[src/rtl/p2s_tx_arbiter.sv]
// p2s_tx_arbiter: round-robin arbiter that forwards bursts of requester bytes
// into one shared parallel-to-serial transmitter, then waits out its busy cycle.
module p2s_tx_arbiter #(
   parameter int N_REQ        = 4,
   parameter int MAX_BURST    = 5,
   parameter int BUSY_TIMEOUT = 4
) (
   input  logic                     clk_i,
   input  logic                     rst_i,
   input  logic [N_REQ-1:0]         req_i,
   input  logic [8*N_REQ-1:0]       data_i,
   output logic [N_REQ-1:0]         ack_o,
   output logic                     gnt_vld_o,
   output logic [$clog2(N_REQ)-1:0] gnt_id_o,
   output logic                     tx_en_o,
   output logic [7:0]               tx_data_o,
   input  logic                     tx_busy_i,
   output logic                     err_o
);
   localparam int IDW = $clog2(N_REQ);
   localparam int CW  = $clog2(MAX_BURST + 1);
   localparam int TW  = $clog2(BUSY_TIMEOUT + 1);
   localparam logic [CW-1:0]  CNT_MAX  = CW'(MAX_BURST);
   localparam logic [CW-1:0]  CNT_LAST = CW'(MAX_BURST - 1);
   localparam logic [TW-1:0]  TMO_LAST = TW'(BUSY_TIMEOUT - 1);
   localparam logic [IDW-1:0] ID_LAST  = IDW'(N_REQ - 1);

   typedef enum logic [1:0] {IDLE, BURST, WAIT_BUSY, WAIT_DONE} state_t;

   state_t         state;
   state_t         state_nxt;
   logic [IDW-1:0] ptr;
   logic [IDW-1:0] ptr_nxt;
   logic [IDW-1:0] winner;
   logic           found;
   logic [CW-1:0]  cnt;
   logic [TW-1:0]  tmo;
   logic           req_gnt;
   logic           ack_gnt;
   logic [7:0]     data_gnt;

   // Search ptr, ptr+1, ... wrapping, and keep the first requester found.
   always_comb begin
      int idx;
      idx    = 0;
      winner = '0;
      found  = 1'b0;
      for (int i = 0; i < N_REQ; i++) begin
         idx = int'(ptr) + i;
         if (idx >= N_REQ) idx = idx - N_REQ;
         if (!found && req_i[IDW'(idx)]) begin
            found  = 1'b1;
            winner = IDW'(idx);
         end
      end
   end

   assign req_gnt  = req_i[gnt_id_o];
   assign data_gnt = data_i[{gnt_id_o, 3'b000} +: 8];
   assign ack_gnt  = (state == BURST) && req_gnt && (cnt < CNT_MAX);
   assign ptr_nxt  = (gnt_id_o == ID_LAST) ? '0 : gnt_id_o + 1'b1;

   always_ff @(posedge clk_i or posedge rst_i) begin
      if (rst_i) state <= IDLE;
      else       state <= state_nxt;
   end

   always_comb begin
      state_nxt = state;
      case (state)
         IDLE:      if (!tx_busy_i && found) state_nxt = BURST;
         BURST: begin
            if (ack_gnt && cnt == CNT_LAST) state_nxt = WAIT_BUSY;
            else if (!req_gnt)              state_nxt = (cnt == '0) ? IDLE : WAIT_BUSY;
         end
         WAIT_BUSY: begin
            if (tx_busy_i)            state_nxt = WAIT_DONE;
            else if (tmo == TMO_LAST) state_nxt = IDLE;
         end
         WAIT_DONE: if (!tx_busy_i) state_nxt = IDLE;
         default:   state_nxt = IDLE;
      endcase
   end

   always_comb begin
      ack_o     = '0;
      gnt_vld_o = (state != IDLE);
      if (ack_gnt) ack_o[gnt_id_o] = 1'b1;
   end

   // A withdrawn zero-byte grant also returns through here, so ptr still advances.
   always_ff @(posedge clk_i or posedge rst_i) begin
      if (rst_i) begin
         ptr       <= '0;
         gnt_id_o  <= '0;
         cnt       <= '0;
         tmo       <= '0;
         tx_en_o   <= 1'b0;
         tx_data_o <= '0;
         err_o     <= 1'b0;
      end else begin
         tx_en_o <= ack_gnt;
         err_o   <= (state == WAIT_BUSY) && (state_nxt == IDLE);
         if (ack_gnt) begin
            tx_data_o <= data_gnt;
            cnt       <= cnt + 1'b1;
         end
         if (state == IDLE && state_nxt == BURST) begin
            gnt_id_o <= winner;
            cnt      <= '0;
         end
         if (state == WAIT_BUSY) tmo <= tmo + 1'b1;
         else                    tmo <= '0;
         if (state != IDLE && state_nxt == IDLE) ptr <= ptr_nxt;
      end
   end
endmodule

[config.mk]
export PLATFORM = sky130hd
export DESIGN_NAME = p2s_tx_arbiter
export DESIGN_NICKNAME = d
export VERILOG_FILES = /design/src/rtl/p2s_tx_arbiter.sv
export SDC_FILE = /design/constraint.sdc
export NUM_CORES = 1
export LEC_CHECK = 0
export ABC_AREA = 1
export BUFFER_PORTS_ARGS = -buffer_cell sky130_fd_sc_hd__buf_2
export CAP_MARGIN = 25
export CORE_UTILIZATION = 50
export DETAILED_ROUTE_END_ITERATION = 10
export PLACE_DENSITY_LB_ADDON = 0.3
export SLEW_MARGIN = 25
export SYNTH_ARGS = -nofsm -noshare
export SYNTH_HDL_FRONTEND = slang
export SYNTH_SLANG_ARGS = --single-unit
[constraint.sdc]
create_clock -name clk_i -period 1.6 [get_ports clk_i]
set_input_delay 0.16 -clock clk_i [delete_from_list [all_inputs] [get_ports clk_i]]
set_output_delay 0.16 -clock clk_i [all_outputs]
set_load 0.005 [all_outputs]
==> flow_summary_export.csv <==
group,metric,value,unit
critical_path,slowest_stage,"dfrtp_1",
die,initial_core_util,53.3,%
finish,regArea,554,um2
finish,fill_cells,239,
clock_network,cts_max_path_buffers,2,
grt,grt_pass1_wl,6.84,mm
timing,setup_viol,8,
die,core-area,0.00310,mm2
finish,nets,368,
finish,diodes,0,
die,die_area,0.00355,mm2
routing,finalWirelength,4.74,mm
die,die_width,59.5,um
placement,place_hpwl,3.10,mm
synth,synth_warnings,0,
power_and_ir_drop,power.share.combinational,68.2,%
timing,hold_slack,148,ps
clock_network,clk_latency,320,ps
critical_path,arrival,1550,ps
timing,min_period,1710,ps
clock_network,cts_tree,"yes",
clock_network,cts-htree-levels,1,
power_and_ir_drop,sw_frac_of_total,48.6,%
synth,netlist_area,0.00166,mm2
synth,synth_top_area_share,33.3,%
timing,drv_slew,0,
grt,overflow,0,
timing,clock-skew-final,2.42,ps
critical_path,crit_fanout,5,
synth,synth_nets,289,
power_and_ir_drop,p_leak,1.26,nW
timing,setup_ws,-113,ps
finish,multi_input_area,0.00111,mm2
timing,slew_headroom,78.8,%
power_and_ir_drop,power.switching,2.25,mW
timing,hold_viol_final,0,
timing,setup_tns,-568,ps
routing,ant_nets,0,
finish,drive_above_1_share,46.3,%
clock_network,cts_buffers,3,
grt,grt.total_usage,25.2,%
critical_path,worstSetupStartpointType,"register",
placement,gp_congestion,0.906,
power_and_ir_drop,pwr-share-seq,22.3,%
routing,drt_iter0_drc,91,
critical_path,worstPathRequired,1440,ps
status,status,"complete, but fails checks",
run,cap_violations,0,
critical_path,crit_family,"flip-flops",
clock_network,cts_sinks,22,
critical_path,cp_num_buf_inv,3,
critical_path,cp-end-kind,"output pin",
synth,synth.most_common_cell,"nor2_1",
power_and_ir_drop,p_int,2.39,mW
finish,stdcell_area,0.00241,mm2
synth,synthCells,242,
critical_path,critPathKind,"reg2out",
power_and_ir_drop,pwr-share-clk,9.4,%
timing,worst_pin_slew,317,ps
die,design.portCount,56,
routing,route.vias.total,1863,
synth,synth_seq_area_share,33.3,%
placement,port_buffers,55,
critical_path,max_stage_delay,440,ps
finish,synthToLayoutAreaGrowth,45.4,%
critical_path,rrSetupSlack,-100,ps
die,rows,20,
grt,grt_max_degree,23,
synth,ys_ff_latch,22,
synth,synth.avg_cell_area,6.84,um2
routing,via_per_inst,5.12,
power_and_ir_drop,p_per_area,1930,mW/mm2
critical_path,crit_chain,"buf_6, nand2_4, nand3_4, nand3_4, nor2_4, inv_4, nor2_4, buf_2",
hold_path,hp-class,"in2reg",
clock_network,clk_pin_slew,130,ps
routing,wire_per_inst,13.0,um
timing,fmax,584,MHz
timing,rsz0062_at_grt,"yes",
synth,ys_async_sr_fraction,100,%
die,die_y,59.5,um
synth,synth_cell_types,26,
timing,post-route-period-util,107,%
placement,dp.cells,346,
synth,synth_largest_area_cell,"dfrtp_1",
status,violations,"negative setup slack",
power_and_ir_drop,ir_drop,0.921,mV
grt,antenna_found_initial,0,
placement,placed_cell_area,0.00203,mm2
synth,synth_common_cells,"nor2_1, nand2_1, inv_1",
finish,final_cells,364,
routing,dr.pass1.iters,4,
synth,synth_area_leaders,"dfrtp_1, nor2_1, nand2_1",
routing,drc_errors,0,
clock_network,cts_root_buf,"clkbuf_4",
synth,synthFlopType,"dfrtp_1",
grt,grt_pass1_vias,1609,
synth,synth_edf_count,0,
[registers in the layout, indices dropped and copies added (netlist names)]
signal and flops:
tx_data_o 8, err_o 1, cnt 3, ptr 2, tx_en_o 1, tmo 3, gnt_id_o 2, state 2
[through the flow]
stage               util, %  setup slack [ps]  power (mW)
floorplan                 -               148        2.70
global placement       65.5             -27.5        3.35
detailed placement     65.5             -66.9        3.39
CTS                    70.4             -92.3        4.00
global route           77.6              -167        5.02
finish                 77.6              -113        4.64
[power by group through the flow]
stage	logic (mW)	clock network [mW]	registers, mW
2_1_floorplan	1.74	0	0.959
3_3_place_gp	2.35	0	1.00
3_5_place_dp	2.38	0	1.01
4_1_cts	2.55	0.438	1.01
5_1_grt	3.51	0.459	1.06
6_report	3.17	0.438	1.04
[cell families after synthesis]
logic type | share of synthesized area, %
AO/OA/AOI/OAI | 11.4
XOR/XNOR | 0.529
adder cells (fa/ha/maj) | 6.05
buffers and inverters | 11.0
flip-flops | 33.3
AND/OR/NAND/NOR | 37.7
[layer usage]
layer,global-route usage [%],part of all wire [%],vias to the layer above
li1,-,-,921
met1,32.0,40,846
met2,44.1,51,81
met3,3.93,6.3,15
met4,6.98,2.5,0
met5,0,0,-
[repair_timing]
item,CTS,global route
hold buffers,1,0
endpoints found under the hold margin,22,0
gates resized for setup,17,49
endpoints found under the setup margin,11,14
buffers inserted,7,7
pin swaps,4,13
[worst paths after layout]
path / start / endpoint / cells past startpoint
setup reg to reg: ptr[0]$_DFFE_PP0P_ / gnt_id_o[1]$_DFFE_PP0P_ / 10
min in group asynchronous: rst_i / tx_data_o[4]$_DFFE_PP0P_ / 4
hold reg to reg: tmo[0]$_DFF_PP0_ / tmo[0]$_DFF_PP0_ / 1
setup / recovery: gnt_id_o[0]$_DFFE_PP0P_ / ack_o[3] / 8
hold / removal: data_i[10] / tx_data_o[2]$_DFFE_PP0P_ / 3
max in group asynchronous: rst_i / ptr[1]$_DFFE_PP0P_ / 4
[tightest hold or removal path, cell delays in order]
cell	delay (ps)
buf_2	70
o21ai_0	60
a31oi_1	150
[cell usage in the layout (no fill, tap or decap), types with 4 or more instances in the layout]
| cell | count |
|---|---|
| a31oi_1 | 8 |
| buf_2 | 55 |
| buf_4 | 23 |
| buf_6 | 4 |
| dfrtp_1 | 19 |
| ha_1 | 7 |
| inv_1 | 22 |
| inv_2 | 6 |
| nand2_1 | 32 |
| nand2_2 | 14 |
| nand2_4 | 11 |
| nand3_1 | 4 |
| nand3_2 | 4 |
| nand3_4 | 4 |
| nor2_1 | 50 |
| nor2_4 | 8 |
| o21ai_0 | 17 |
[cell type report]
class                   count  share of cell area [%]
inverters                  31                    5.35
clock buffers               3                   0.936
well taps                  44                    2.29
multi-input cells         180                    46.3
flip-flops and latches     22                    23.0
clock inverters             1                    1.25
repair buffers             83                    20.9
(Power assumes the default switching activity.)
